### config.mk
export PLATFORM = sky130hd
export DESIGN_NAME = pe_mac_sequencer
export DESIGN_NICKNAME = d
export VERILOG_FILES = /design/src/rtl/pe_seq_pkg.sv /design/src/rtl/pe_wait_timer.sv /design/src/rtl/pe_mac_sequencer.sv
export SDC_FILE = /design/constraint.sdc
export NUM_CORES = 1
export LEC_CHECK = 0
export ABC_AREA = 1
export CAP_MARGIN = 20
export CORE_ASPECT_RATIO = 1.5
export CORE_MARGIN = 2
export CORE_UTILIZATION = 45
export DETAILED_ROUTE_END_ITERATION = 7
export HOLD_SLACK_MARGIN = 0.02
export PLACE_DENSITY = 0.7
export SKIP_CTS_REPAIR_TIMING = 1
export SLEW_MARGIN = 20
export SYNTH_ARGS = -nofsm -noshare
export SYNTH_HDL_FRONTEND = slang
export SYNTH_SLANG_ARGS = --single-unit
### constraint.sdc
create_clock -name clk -period 3.55 [get_ports clk]
set_input_delay 0.71 -clock clk [delete_from_list [all_inputs] [get_ports clk]]
set_output_delay 0.71 -clock clk [all_outputs]
set_load 0.01 [all_outputs]
### src/rtl/pe_seq_pkg.sv
// Shared types and widths for the PE multiply-accumulate sequencer.
package pe_seq_pkg;

    localparam int unsigned MAC_CNT_W  = 8;
    localparam int unsigned WAIT_CNT_W = 10;

    typedef enum logic [2:0] {
        IDLE  = 3'd0,
        CLEAR = 3'd1,
        LOAD  = 3'd2,
        MUL   = 3'd3,
        WAIT  = 3'd4,
        ACC   = 3'd5,
        DONE  = 3'd6,
        ERR   = 3'd7
    } seq_state_e;

endpackage

### src/rtl/pe_wait_timer.sv
// Counts cycles spent waiting on the multiplier; flags the last permitted cycle.
module pe_wait_timer
    import pe_seq_pkg::*;
#(
    parameter int unsigned TIMEOUT = 64
) (
    input  logic                  clk,
    input  logic                  rst_n,
    input  logic                  load,
    input  logic                  enable,
    output logic [WAIT_CNT_W-1:0] wait_cnt,
    output logic                  expired
);

    localparam logic [WAIT_CNT_W-1:0] CNT_LAST = WAIT_CNT_W'(TIMEOUT - 1);

    logic [WAIT_CNT_W-1:0] cnt_d;

    // Saturates at the compare value so the count never wraps.
    always_comb begin
        cnt_d = wait_cnt;
        if (load) begin
            cnt_d = '0;
        end else if (enable && !expired) begin
            cnt_d = wait_cnt + WAIT_CNT_W'(1);
        end
    end

    always_ff @(posedge clk) begin
        if (!rst_n) begin
            wait_cnt <= '0;
            expired  <= 1'b0;
        end else begin
            wait_cnt <= cnt_d;
            expired  <= (cnt_d == CNT_LAST);
        end
    end

endmodule

### src/rtl/pe_mac_sequencer.sv
// Control FSM sequencing one systolic-array PE through a NUM_MAC-term multiply-accumulate.
module pe_mac_sequencer
    import pe_seq_pkg::*;
#(
    parameter int unsigned NUM_MAC = 2,
    parameter int unsigned TIMEOUT = 64
) (
    input  logic clk,
    input  logic rst_n,
    input  logic start,
    input  logic op_valid,
    output logic op_ready,
    input  logic delayed_done,
    output logic act_BOOTH,
    output logic clr_result_PIPO,
    output logic clr_in_exp_PIPO,
    output logic clr_status_reg,
    output logic load_in_exp_PIPO,
    output logic busy,
    output logic result_valid,
    output logic err
);

    localparam logic [MAC_CNT_W-1:0] MAC_LAST = MAC_CNT_W'(NUM_MAC);

    seq_state_e            state_q;
    seq_state_e            state_d;
    logic [MAC_CNT_W-1:0]  mac_cnt_q;
    logic [MAC_CNT_W-1:0]  mac_cnt_d;
    logic                  err_d;
    logic [WAIT_CNT_W-1:0] wait_cnt;
    logic                  wait_expired;

    pe_wait_timer #(
        .TIMEOUT(TIMEOUT)
    ) u_wait_timer (
        .clk     (clk),
        .rst_n   (rst_n),
        .load    (state_q == MUL),
        .enable  (state_q == WAIT),
        .wait_cnt(wait_cnt),
        .expired (wait_expired)
    );

    // Operand registers load in the same cycle the feeder handshakes.
    assign load_in_exp_PIPO = op_valid & op_ready;

    always_comb begin
        state_d   = state_q;
        mac_cnt_d = mac_cnt_q;
        err_d     = err;
        unique case (state_q)
            IDLE: begin
                if (start) begin
                    state_d   = CLEAR;
                    mac_cnt_d = '0;
                    err_d     = 1'b0;
                end
            end
            CLEAR: state_d = LOAD;
            LOAD: begin
                if (op_valid && op_ready) begin
                    state_d = MUL;
                end
            end
            MUL: state_d = WAIT;
            WAIT: begin
                // A done arriving on the last permitted cycle still counts.
                if (delayed_done) begin
                    state_d = ACC;
                end else if (wait_expired) begin
                    state_d = ERR;
                    err_d   = 1'b1;
                end
            end
            ACC: begin
                mac_cnt_d = mac_cnt_q + MAC_CNT_W'(1);
                state_d   = (mac_cnt_d == MAC_LAST) ? DONE : LOAD;
            end
            DONE: state_d = IDLE;
            ERR: begin
                if (start) begin
                    state_d   = CLEAR;
                    mac_cnt_d = '0;
                    err_d     = 1'b0;
                end
            end
            default: state_d = IDLE;
        endcase
    end

    // Strobes are registered from the next state so they line up with the state they belong to.
    always_ff @(posedge clk) begin
        if (!rst_n) begin
            state_q         <= IDLE;
            mac_cnt_q       <= '0;
            err             <= 1'b0;
            op_ready        <= 1'b0;
            act_BOOTH       <= 1'b0;
            clr_result_PIPO <= 1'b0;
            clr_in_exp_PIPO <= 1'b0;
            clr_status_reg  <= 1'b0;
            busy            <= 1'b0;
            result_valid    <= 1'b0;
        end else begin
            state_q         <= state_d;
            mac_cnt_q       <= mac_cnt_d;
            err             <= err_d;
            op_ready        <= (state_d == LOAD);
            act_BOOTH       <= (state_d == MUL);
            clr_result_PIPO <= (state_d == CLEAR);
            clr_in_exp_PIPO <= (state_d == CLEAR) || (state_d == ERR);
            clr_status_reg  <= (state_d == CLEAR) || (state_d == ERR);
            busy            <= (state_d != IDLE);
            result_valid    <= (state_d == DONE);
        end
    end

    wait_cnt_bounded: assert property (@(posedge clk) disable iff (!rst_n)
        (state_q == WAIT) |-> (wait_cnt < WAIT_CNT_W'(TIMEOUT)));

endmodule
**Yosys cells after proc, flatten, opt, wreduce, memory -nomap -nowiden**

Index checks and enable logic that the tools add are counted.

- Register bits after elaboration: 29
- Input bits: 5
- Output and inout port bits: 9
- Logic and storage cells: 56

- Add/sub/neg operators: 2
- Equal/unequal tests: 17
- Mux-type cells: 14
- Bitwise logic cells: 1
- Reduce and logical (&&, ||, !) cells: 11

Operators by type and width:

| cell | number |
|---|---|
| case mux 3 bit (7 select lines) | 1 |
| two-way mux 10 bit | 2 |
| == test 3 bit (second input constant) | 6 |
| case mux 8 bit (2 select lines) | 1 |
| two-way mux 3 bit | 5 |
| == test 3 x 2 -> 1 bit (second input constant) | 4 |
| adder 10 x 1 -> 10 bit (second input constant) | 1 |
| == test 10 x 6 -> 1 bit (second input constant) | 1 |
| adder 8 x 1 -> 8 bit (second input constant) | 1 |
| == test 8 x 2 -> 1 bit (second input constant) | 1 |
| two-way mux 8 bit | 1 |
| == test 3 x 1 -> 1 bit (second input constant) | 2 |
| != test 2 bit (second input constant) | 2 |
| AND reduction 4 bit | 1 |
| nonzero test 2 bit | 2 |
| zero test 3 bit | 1 |
| two-way mux 1 bit | 3 |
| nonzero test 3 bit | 1 |
| logical AND 1 bit | 2 |
| != test 2 x 1 -> 1 bit (second input constant) | 1 |
| case mux 1 bit (2 select lines) | 1 |
| AND reduction 2 bit | 1 |
| OR reduction 2 bit | 1 |
| AND 1 bit | 1 |
| 2 further kinds | 2 |

**Longest topological paths before layout**

Gate-level depths: netlist (run 1).

- Word-level depth: 6
- Gate-level depth with buffers: 11
- Depth with buffers taken out: 11

**Modules after synthesis**

A second synthesis (run 1) with hierarchy kept.

- Cell total of the unflattened synthesis: 238
- Area, all modules: 1584.0 um^2

By module, submodules not included:

| module | instances | cells each | area an instance (um^2) | seq. area each (um^2) |
|---|---|---|---|---|
| pe_mac_sequencer | 1 | 139 | 958.4 | 360.3 |
| pe_wait_timer | 1 | 99 | 625.6 | 220.2 |

**Worst setup path before layout (run 1)**

OpenSTA, ideal clock, no wires.

- Path type: in2out
- Start point: in op_valid
- End point: out load_in_exp_PIPO
- Arrival time: 844 ps
- Setup slack: 1996 ps
- Stages: 2
- Path buffers: 0
- Cell sequence: nand2_1 inv_1

- Cells in the longest elaborated chain, start to end: 1

RTL lines:

| element | RTL line | RTL |
|---|---|---|
| start: declaration | pe_mac_sequencer.sv:11 | `input logic op_valid,` |
| AND 1 bit | pe_mac_sequencer.sv:46 | `assign load_in_exp_PIPO = op_valid & op_ready;` |
| end: declaration | pe_mac_sequencer.sv:18 | `output logic load_in_exp_PIPO,` |

Every way passes these cells.

**Final worst setup path (run 1)**

Same ends and word-level chain as after synthesis.

==> results.rst, run 1 <==
.. list-table::
   :header-rows: 1

   * - Metric
     - Value
   * - Run status
     - finished, final reports clean
   * - Height of the die
     - 77.66 um
   * - Cell with the biggest individual delay on the critical path
     - clkdlybuf4s50_1
   * - Depth of the worst register-to-register path
     - 8
   * - Clock root buffer
     - clkbuf_8
   * - IO Port Bufs
     - 13
   * - Worst Max-Slew Pin Slew
     - between 0.4 and 0.5 ns
   * - Fraction of registers with async set or reset after synthesis
     - 0
   * - Total negative slack
     - 0 ns
   * - Synth top area share
     - 0.3566
   * - RSZ-0062 raised after global routing
     - false
   * - Largest voltage drop on the vdd net
     - 0.3060 mV
   * - Pwr dens
     - 377.5 nW/um^2
   * - Most common flop cell mapped by yosys
     - dfxtp_1
   * - Reg with most FFs
     - u_wait_timer.wait_cnt
   * - Post-synthesis net count
     - ~250
   * - Number of iterations in the first detailed-routing pass
     - 3
   * - Number of cells produced by synthesis
     - 241
   * - Width of the chip
     - about 53 um
   * - Top cell by count, worst path
     - clkdlybuf4s50_1
   * - Overflow after GRT
     - 0
   * - Data required time at the worst endpoint
     - approximately 2.8 ns
   * - DRT iter0 DRCs
     - 31
   * - Leading area contributor after synthesis
     - dfxtp_1
   * - Antenna Nets Post-Route
     - 0
   * - Number of endpoints with negative hold slack in the final report
     - 0
   * - Dominant delay contributor by cell family on the critical path
     - buffers and inverters
   * - Type of element launching the critical path
     - input pin
   * - Yosys warning count
     - 0
   * - Std-Cell Core Area
     - around 3400 um^2
   * - Post-route minimum period
     - about 2.5 ns
   * - Origin of the worst setup path
     - op_valid
   * - Commonest cells in the netlist
     - nand2_1, inv_1, nor2_1
   * - Worst R2R End
     - mac_cnt_q[6]$_SDFFE_PN0P_
   * - Distinct cells, synth
     - 28
   * - Share of layout cells above drive strength 1
     - 0.1202
   * - Number of antenna violations at the first check in global routing
     - 0
   * - Share of the clock period used by the worst path
     - 0.7064
   * - Average instance area after synthesis
     - 6.754 um^2
   * - Slew margin rel.
     - 0.6757
   * - Most instantiated library cell after synthesis
     - nand2_1
   * - Routed wirelength normalized by instance count
     - between 10 and 15 um
   * - H-Tree Level Count
     - 2
   * - Final weighted congestion in routability-driven placement
     - 0.7949
   * - Reg-to-reg startpoint
     - state_q[2]$_SDFF_PN0_
   * - Antenna diode count
     - 0
   * - Worst-path cell chain
     - clkdlybuf4s50_1 -> nand2_1 -> inv_1 -> clkdlybuf4s50_1
   * - Largest registers
     - u_wait_timer.wait_cnt: 10 flops, mac_cnt_q: 8 flops, state_q: 3 flops
   * - Cell types occupying the most area after synthesis
     - dfxtp_1, nand2_1, inv_1, nor2_1, nand4_1
   * - Initial cell density of the core
     - 0.4721
   * - Number of nets at the end of the flow
     - 265
   * - Number of flip-flops under the largest register name
     - 10
   * - Arrival time worst endpoint
     - approximately 1.8 ns
   * - Crit Path Category
     - input pin to output pin
   * - Die area
     - roughly 4100 um^2
   * - Largest net degree at the start of global routing
     - 16
   * - Count of flip-flops with a built-in enable after synthesis
     - 0
   * - Number of max-cap violations
     - 0
   * - Filler cell count
     - roughly 370
   * - Flop-to-flop setup slack
     - 1.94 ns
   * - Synth Register Bits
     - 29
   * - Sort of element at the end of the critical path
     - output pin
   * - Final non-filler cell total
     - 300
   * - Number of clock sinks seen by CTS
     - 29
   * - Cell depth of the worst setup path
     - 4
   * - Worst min-delay path category
     - flip-flop to flip-flop
   * - Final setup violation count
     - 0
   * - TritonCTS clock tree
     - done
   * - Post-detail-place hpwl
     - 2.490 mm
   * - Via count of the first global-routing pass
     - 1455
   * - Leak pwr
     - about 0.83 nW
   * - Insertion delay to the later sink of the worst-skew pair
     - about 0.28 ns
   * - Clock transition at path regs
     - 0.06 ns
   * - GRT Util Overall
     - 0.1862
   * - Fmax
     - 398.8 MHz
   * - Site row count
     - 26
   * - # IOs
     - 14
   * - Clock Skews
     - ~0.0056 ns
   * - Vias after detailed routing
     - 1430
   * - Worst Setup EP
     - load_in_exp_PIPO
   * - Delay of the slowest cell on the worst path
     - 0.53 ns
   * - Number of DRC violations after detailed routing
     - 0
   * - Vias per inst
     - approximately 4.8
   * - WL final
     - ~3.2 mm
   * - CTS Buf Count
     - 5
   * - Max Transition Viols Final
     - 0
   * - Seq/Total Area, Yosys
     - 0.3566
   * - Post-placement cell count
     - 292
   * - Post-synthesis to final-layout area growth
     - 15.83%
   * - Post-synth design cell area
     - 1628 um^2
   * - Wire length of the first global-routing pass
     - 5.816 mm
   * - WP buf/inv
     - 3
   * - Maximum fanout count along the critical path
     - 2
   * - Largest buffer count on any clock path
     - 2
-- layout by cell type (no fill, tap or decap), types with 2 or more instances in the layout --
master / synthesis / layout
nand3_2: 5 / 5
xor2_1: 6 / 6
ha_1: 3 / 3
inv_2: 6 / 6
nand2_2: 2 / 2
a21oi_1: 11 / 11
dfxtp_1: 29 / 29
clkdlybuf4s50_1: 0 / 13
nor2_2: 4 / 4
nand3_1: 8 / 8
nor2_1: 30 / 30
nand4_1: 9 / 9
or2_1: 2 / 2
nand2_1: 72 / 72
inv_1: 33 / 33
nor3_1: 2 / 2
xnor2_1: 3 / 3
clkbuf_8: 0 / 7
o21ai_0: 3 / 3
-- cell type report --
type                            instances  area (um^2)  share of cell area
Clock buffer                            7        96.34             0.05109
Clock inverter                          1        5.005            0.002654
Inverter                               40        152.6             0.08096
Multi-Input combinational cell        168        868.3              0.4605
Sequential cell                        29        580.6              0.3079
Tap cell                               42        52.55             0.02787
Timing Repair Buffer                   13        130.1             0.06901
-- stage by stage --
stage	util	instance area [um^2]	power [mW]	setup WS [ns]	hold WS [ns]
floorplan	-	1628	0.3906	1.996	0.4389
global placement	0.5174	1784	0.4143	1.044	0.4486
detailed placement	0.5174	1784	0.4152	1.035	0.4542
CTS	0.5468	1886	0.7166	1.034	0.4639
global route	0.5468	1886	0.7401	0.9608	0.4987
finish	0.5468	1886	0.7118	1.042	0.4632
-- worst register-to-register path, delay by kind of cell (launching register included) --
kind / cells / cell delay [ns]
flops: 1 / 0.57
compound gates: 2 / 0.40
simple gates: 3 / 0.28
buf+inv: 3 / 0.31
-- power breakdown --
group / leakage [nW] / internal, mW / switching, mW
sequential: 0.235 / 0.333 / 0.00728
clock: 0.0542 / 0.175 / 0.129
combinational: 0.544 / 0.0271 / 0.0405
-- logic make-up (layout without fill, tap and decap cells) --
group / Yosys count / count (layout) / share of synthesized area
compound gates: 17 / 17 / 0.05995
xor+xnor: 9 / 9 / 0.04843
fa+ha+maj: 3 / 3 / 0.02306
buf+inv: 44 / 61 / 0.1099
flops: 29 / 29 / 0.3567
simple gates: 139 / 139 / 0.4020
-- metal layers --
metal | wire, um | GRT usage | part of all wire | vias up
met3 | 77 | 0.03462 | 0.024 | 6
li1 | - | - | - | 770
met1 | 1344 | 0.1954 | 0.42 | 641
met5 | 0 | 0 | 0 | -
met2 | 1711 | 0.3400 | 0.53 | 13
met4 | 72 | 0.08462 | 0.022 | 0
-- how the worst min path moves through the flow --
| stage | from | to | slack, ns | depth (start not counted) |
|---|---|---|---|---|
| 5_1_grt | mac_cnt_q[7]$_SDFFE_PN0P_ | mac_cnt_q[7]$_SDFFE_PN0P_ | 0.50 | 2 |
| 6_report | mac_cnt_q[7]$_SDFFE_PN0P_ | mac_cnt_q[7]$_SDFFE_PN0P_ | 0.46 | 2 |
| 2_1_floorplan | mac_cnt_q[7]$_SDFFE_PN0P_ | mac_cnt_q[7]$_SDFFE_PN0P_ | 0.44 | 2 |
| 3_3_place_gp | mac_cnt_q[7]$_SDFFE_PN0P_ | mac_cnt_q[7]$_SDFFE_PN0P_ | 0.45 | 2 |
| 3_5_place_dp | err$_SDFFE_PN0P_ | err$_SDFFE_PN0P_ | 0.45 | 2 |
| 4_1_cts | mac_cnt_q[7]$_SDFFE_PN0P_ | mac_cnt_q[7]$_SDFFE_PN0P_ | 0.46 | 2 |
No activity file was read; power rests on OpenSTA's default activity.
==> run 2, diff against run 1 <==
--- a/config.mk
+++ b/config.mk
@@ -12,7 +12,7 @@
 export CORE_UTILIZATION = 45
 export DETAILED_ROUTE_END_ITERATION = 7
 export HOLD_SLACK_MARGIN = 0.02
-export PLACE_DENSITY = 0.7
+export PLACE_DENSITY = 0.72
 export SKIP_CTS_REPAIR_TIMING = 1
 export SLEW_MARGIN = 20
 export SYNTH_ARGS = -nofsm -noshare
==> constraint.sdc (replaced) <==
create_clock -name clk -period 2.2 [get_ports clk]
set_input_delay 0.44 -clock clk [delete_from_list [all_inputs] [get_ports clk]]
set_output_delay 0.44 -clock clk [all_outputs]
set_load 0.01 [all_outputs]
==> run 2 against run 1 <==
Effect of this change: core utilization grew 0.44 points; count of clock-buffer cells in the layout unchanged; worst setup slack lost 0.82 ns; sequential cell count is the same; die area stayed put; routed wire length increased by 0.28%; hold slack worse by 0.0027 ns; clock power rose by 59%; critical path depth unchanged; register-to-register slack got worse by 1.3 ns.
==> results.rst, run 2 (synthesized netlist as in run 1, its figures left out) <==
.. list-table::
   :header-rows: 1

   * - Metric
     - Value
   * - Largest net degree at the start of global routing
     - 15
   * - Clock transition at path regs
     - about 0.06 ns
   * - Proportion of power drawn by flip-flops and latches
     - 0.480
   * - Most common cell after layout, fill and taps aside
     - nand2_1
   * - Largest voltage drop on the vdd net
     - 0.4264 mV
   * - Final weighted congestion in routability-driven placement
     - about 0.85
   * - Area after detailed placement
     - ~1800 um^2
   * - Data required time at the worst endpoint
     - approximately 1.8 ns
   * - IO Port Bufs
     - 13
   * - Pwr dens
     - 602.2 nW/um^2
   * - Share of the clock period used by the worst path
     - 0.8971
   * - Number of iterations in the first detailed-routing pass
     - 4
   * - Number of max-cap violations
     - 0
   * - Filler cell count
     - 361
   * - Slew margin rel.
     - 0.6988
   * - Post-detail-place hpwl
     - 2.460 mm
   * - Final setup violation count
     - 0
   * - Number of nets at the end of the flow
     - 267
   * - TritonCTS clock tree
     - done
   * - Width of the chip
     - roughly 53 um
   * - CTS Buf Count
     - 5
   * - Number of clock sinks seen by CTS
     - 29
   * - # IOs
     - 14
   * - Post-placement cell count
     - 294
   * - Cell with the biggest individual delay on the critical path
     - clkdlybuf4s50_1
   * - Initial cell density of the core
     - 0.4721
   * - Fmax
     - just over 500 MHz
   * - DRT iter0 DRCs
     - 34
   * - Std-Cell Core Area
     - 3448 um^2
   * - Total negative slack
     - 0 ns
   * - Share of total power in combinational logic
     - 0.098
   * - Number of antenna violations at the first check in global routing
     - 0
   * - Antenna diode count
     - 0
   * - Worst min-delay path category
     - flip-flop to flip-flop
   * - Number of DRC violations after detailed routing
     - 0
   * - Switching power of the nets
     - 0.2784 mW
   * - Vias after detailed routing
     - 1453
   * - Fraction of power consumed by the clock network
     - 0.422
   * - Share of layout cells above drive strength 1
     - 0.1269
   * - Insertion delay to the later sink of the worst-skew pair
     - 0.28 ns
   * - Leak pwr
     - about 0.84 nW
   * - Post-route minimum period
     - 1.974 ns
   * - Number of endpoints with negative hold slack in the final report
     - 0
   * - Routed wirelength normalized by instance count
     - 10.64 um
   * - Site row count
     - 26
   * - Sw Share
     - 0.2432
   * - Fin worst setup slack
     - between 0.2 and 0.25 ns
   * - Worst Max-Slew Pin Slew
     - around 0.45 ns
   * - Number of flip-flops under the largest register name
     - 10
   * - Largest registers
     - u_wait_timer.wait_cnt: 10 flops, mac_cnt_q: 8 flops, state_q: 3 flops
   * - Crit Path Category
     - input pin to output pin
   * - Delay of the slowest cell on the worst path
     - 0.53 ns
   * - Antenna Nets Post-Route
     - 0
   * - Largest buffer count on any clock path
     - 2
   * - Worst setup slack after placement
     - between 0.2 and 0.25 ns
   * - WL final
     - approximately 3.2 mm
   * - Final non-filler cell total
     - 302
   * - Post-synthesis to final-layout area growth
     - 16.76%
   * - Worst-path cell chain
     - clkdlybuf4s50_1 -> nand2_1 -> inv_1 -> clkdlybuf4s50_1
   * - Reg with most FFs
     - u_wait_timer.wait_cnt
   * - Internal power
     - between 0.8 and 0.9 mW
   * - RSZ-0062 raised after global routing
     - false
   * - Max Transition Viols Final
     - 0
   * - Clock Skews
     - 0.004909 ns
   * - Vias per inst
     - 4.811
   * - Final std cell area, no fill
     - 1901 um^2
   * - Wire length of the first global-routing pass
     - 5.678 mm
   * - Arrival time worst endpoint
     - 1.53 ns
   * - Leading cell types in the layout, fill and taps excluded
     - nand2_1, inv_1, nor2_1, dfxtp_1, clkdlybuf4s50_1
   * - H-Tree Level Count
     - 2
   * - Die area
     - 4124 um^2
   * - Overflow after GRT
     - 0
   * - GRT Util Overall
     - 0.1853
   * - Maximum fanout count along the critical path
     - 2
   * - Type of element launching the critical path
     - input pin
   * - Height of the die
     - 77.66 um
   * - Sort of element at the end of the critical path
     - output pin
   * - Clock root buffer
     - clkbuf_8
   * - Via count of the first global-routing pass
     - 1350
   * - Total power of the final layout
     - 1.144 mW
   * - Run status
     - finished, final reports clean
   * - Top cell by count, worst path
     - clkdlybuf4s50_1
[run 2: cell count changes in the layout (fill, tap and decap cells not counted), sizes merged]
cell / before / now
buf: 0 / 2
[run 2: area by class of cell]
type | instances | area [um^2] | share of cell area
clock buffer | 7 | 96.34 | 0.05069
clock inverter | 1 | 5.005 | 0.002633
inverter | 40 | 152.6 | 0.08032
multi-input combinational | 168 | 868.3 | 0.4569
sequential | 29 | 580.6 | 0.3055
tap | 42 | 52.55 | 0.02765
timing repair buffer | 15 | 145.1 | 0.07637
[run 2: worst paths after layout]
| kind | endpoint | start | depth (start not counted) | slack (ns) |
|---|---|---|---|---|
| max | load_in_exp_PIPO | op_valid | 4 | 0.23 |
| min | mac_cnt_q[7]$_SDFFE_PN0P_ | mac_cnt_q[7]$_SDFFE_PN0P_ | 2 | 0.46 |
| max reg2reg | mac_cnt_q[6]$_SDFFE_PN0P_ | state_q[2]$_SDFF_PN0_ | 8 | 0.62 |
| min reg2reg | mac_cnt_q[7]$_SDFFE_PN0P_ | mac_cnt_q[7]$_SDFFE_PN0P_ | 2 | 0.46 |
[run 2: through the flow]
step                      utilization  hold slack [ns]
after floorplan                     -           0.4389
after global routing           0.5512           0.4994
after global placement         0.5218           0.4491
final                          0.5512           0.4606
after detailed placement       0.5218           0.4568
after CTS                      0.5512           0.4662
[run 2: routing by layer]
| layer | wire length (um) | vias up | track usage | share of wire |
|---|---|---|---|---|
| met5 | 0 | - | 0 | 0 |
| met3 | 100 | 7 | 0.04038 | 0.031 |
| li1 | - | 774 | - | - |
| met1 | 1326 | 646 | 0.1988 | 0.41 |
| met4 | 73 | 0 | 0.09231 | 0.023 |
| met2 | 1713 | 26 | 0.3263 | 0.53 |
[run 2: power groups by stage]
stage | Sequential (mW) | Combinational (mW) | Clock (mW)
after detailed placement | 0.561 | 0.112 | 0
after global placement | 0.560 | 0.111 | 0
after CTS | 0.549 | 0.113 | 0.497
after floorplan | 0.561 | 0.0692 | 0
after global routing | 0.551 | 0.125 | 0.514
final | 0.549 | 0.112 | 0.483
[run 2: critical path: cells and delay by family]
family	cells	cell delay (ns)
buffers and inverters	3	1.04
AND/OR/NAND/NOR	1	0.05
==> run 3, diff against run 2 <==
--- a/config.mk
+++ b/config.mk
@@ -9,10 +9,10 @@
 export CAP_MARGIN = 20
 export CORE_ASPECT_RATIO = 1.5
 export CORE_MARGIN = 2
-export CORE_UTILIZATION = 45
+export CORE_UTILIZATION = 50
 export DETAILED_ROUTE_END_ITERATION = 7
 export HOLD_SLACK_MARGIN = 0.02
-export PLACE_DENSITY = 0.72
+export PLACE_DENSITY = 0.78
 export SKIP_CTS_REPAIR_TIMING = 1
 export SLEW_MARGIN = 20
 export SYNTH_ARGS = -nofsm -noshare
==> run 3 against run 2 <==
Effect of this change: power is 5.0% lower; global-route usage grew 0.33 points; clock power shrank 12%; clock skew fell by 0.0010 ns; combinational power is essentially flat; non-clock buffer count stayed put; final area shrank 0.92%; sequential share of layout area rose by 0.28 points; final cell count fell by 0.66%; critical path depth unchanged.
==> results.rst, run 3 (synthesized netlist as in run 1, its figures left out) <==
.. list-table::
   :header-rows: 1

   * - Metric
     - Value
   * - Overflow after GRT
     - 0
   * - Area used by multi-input combinational logic
     - about 870 um^2
   * - Finished Core Util
     - 0.6020
   * - GRT Util Overall
     - 0.1886
   * - Antenna diode count
     - 0
   * - Number of iterations in the first detailed-routing pass
     - 4
   * - Largest net degree at the start of global routing
     - 15
   * - Max Transition Viols Final
     - 0
   * - Number of max-cap violations
     - 0
   * - Proportion of power drawn by flip-flops and latches
     - 0.505
   * - Fmax
     - between 500 and 600 MHz
   * - Vias after detailed routing
     - 1445
   * - Sort of element at the end of the critical path
     - output pin
   * - TritonCTS clock tree
     - done
   * - Maximum fanout count along the critical path
     - 2
   * - Die area
     - around 3700 um^2
   * - Data required time at the worst endpoint
     - 1.76 ns
   * - Final setup violation count
     - 0
   * - Cell count of the worst hold path
     - 2
   * - Leading cell types in the layout, fill and taps excluded
     - nand2_1, inv_1, nor2_1, dfxtp_1, clkdlybuf4s50_1
   * - IO Port Bufs
     - 13
   * - Fraction of power consumed by the clock network
     - 0.392
   * - Number of flip-flops under the largest register name
     - 10
   * - Most common cell after layout, fill and taps aside
     - nand2_1
   * - Flop-to-flop setup slack
     - 0.60 ns
   * - WL final
     - 3.148 mm
   * - Number of antenna violations at the first check in global routing
     - 0
   * - Leak pwr
     - 0.8323 nW
   * - Slew margin rel.
     - 0.6853
   * - Number of endpoints with negative hold slack in the final report
     - 0
   * - # IOs
     - 14
   * - Worst Max-Slew Pin Slew
     - 0.4685 ns
   * - Worst min-delay path category
     - flip-flop to flip-flop
   * - Clock root buffer
     - clkbuf_8
   * - RSZ-0062 raised after global routing
     - false
   * - Clock Skews
     - 0.003899 ns
   * - Depth of the worst register-to-register path
     - 8
   * - Reg with most FFs
     - u_wait_timer.wait_cnt
   * - Worst setup slack after placement
     - approximately 0.23 ns
   * - Routed wirelength normalized by instance count
     - 10.49 um
   * - Largest buffer count on any clock path
     - 2
   * - Share of total power in combinational logic
     - 0.103
   * - Antenna Nets Post-Route
     - 0
   * - Run status
     - finished, final reports clean
   * - Share of layout cells above drive strength 1
     - 0.1269
   * - Post-detail-place hpwl
     - between 2 and 2.5 mm
   * - Number of clock sinks seen by CTS
     - 29
   * - CTS Buf Count
     - 5
   * - Number of DRC violations after detailed routing
     - 0
   * - Area used by sequential logic in the layout
     - just under 600 um^2
   * - Share of the clock period used by the worst path
     - 0.8958
   * - Post-synthesis to final-layout area growth
     - 15.68%
   * - Width of the chip
     - 50.59 um
   * - Fin worst setup slack
     - 0.2293 ns
   * - Largest voltage drop on the vdd net
     - 0.4836 mV
   * - Total negative slack
     - 0 ns
   * - Initial cell density of the core
     - 0.5204
   * - Type of element launching the critical path
     - input pin
   * - Total power of the final layout
     - 1.087 mW
   * - DRT iter0 DRCs
     - 35
   * - Switching power of the nets
     - 0.2856 mW
   * - Pwr dens
     - about 580 nW/um^2
   * - Via count of the first global-routing pass
     - 1298
   * - Height of the die
     - 73.88 um
   * - Largest registers
     - u_wait_timer.wait_cnt: 10 flops, mac_cnt_q: 8 flops, state_q: 3 flops
   * - Arrival time worst endpoint
     - 1.53 ns
   * - Std-Cell Core Area
     - roughly 3100 um^2
   * - Filler cell count
     - between 300 and 400
   * - Number of nets at the end of the flow
     - 267
   * - Vias per inst
     - 4.817
   * - Internal power
     - 0.8014 mW
   * - H-Tree Level Count
     - 2
   * - Clock transition at path regs
     - 0.07 ns
   * - Sw Share
     - 0.2628
   * - Site row count
     - 25
   * - Crit Path Category
     - input pin to output pin
   * - Final weighted congestion in routability-driven placement
     - 0.8162
   * - Wire length of the first global-routing pass
     - approximately 5.3 mm
   * - Insertion delay to the later sink of the worst-skew pair
     - between 0.2 and 0.3 ns
   * - Post-route minimum period
     - 1.971 ns
[run 3: path summary, 6_finish.rpt]
kind                                  start                         to
setup / recovery                   op_valid           load_in_exp_PIPO
hold / removal    mac_cnt_q[7]$_SDFFE_PN0P_  mac_cnt_q[7]$_SDFFE_PN0P_
hold reg to reg   mac_cnt_q[7]$_SDFFE_PN0P_  mac_cnt_q[7]$_SDFFE_PN0P_
setup reg to reg      state_q[2]$_SDFF_PN0_  mac_cnt_q[6]$_SDFFE_PN0P_
[run 3: final cells by class]
cell class,instances,share of cell area
multi-input cells,168,0.4611
inverters,40,0.08106
clock inverters,3,0.009302
flip-flops and latches,29,0.3083
well taps,40,0.02658
repair buffers,15,0.07708
clock buffers,5,0.03654
[run 3: power groups by stage]
stage	combinational, mW	clock [mW]	sequential, mW
after floorplan	0.0692	0	0.561
after global placement	0.111	0	0.560
after detailed placement	0.112	0	0.561
after CTS	0.113	0.438	0.549
after global routing	0.126	0.456	0.551
final	0.112	0.426	0.549
[run 3: per-layer routing]
metal | global-route usage | routed length, um | vias to the layer above
met3 | 0.04268 | 58 | 5
li1 | - | - | 778
met4 | 0.1021 | 66 | 0
met1 | 0.1924 | 1362 | 651
met5 | 0 | 0 | -
met2 | 0.3494 | 1660 | 11
[run 3: critical path, cell delays in order]
cell and delay, ns:
clkdlybuf4s50_1 0.45, nand2_1 0.05, inv_1 0.06, clkdlybuf4s50_1 0.53
[run 3: per-stage QoR]
stage | instance area [um^2] | instances | hold slack (ns)
after floorplan | 1628 | 241 | 0.4389
after global placement | 1797 | 292 | 0.4471
after detailed placement | 1797 | 292 | 0.4583
after CTS | 1883 | 300 | 0.4682
after global routing | 1883 | 300 | 0.4894
final | 1883 | 300 | 0.4688
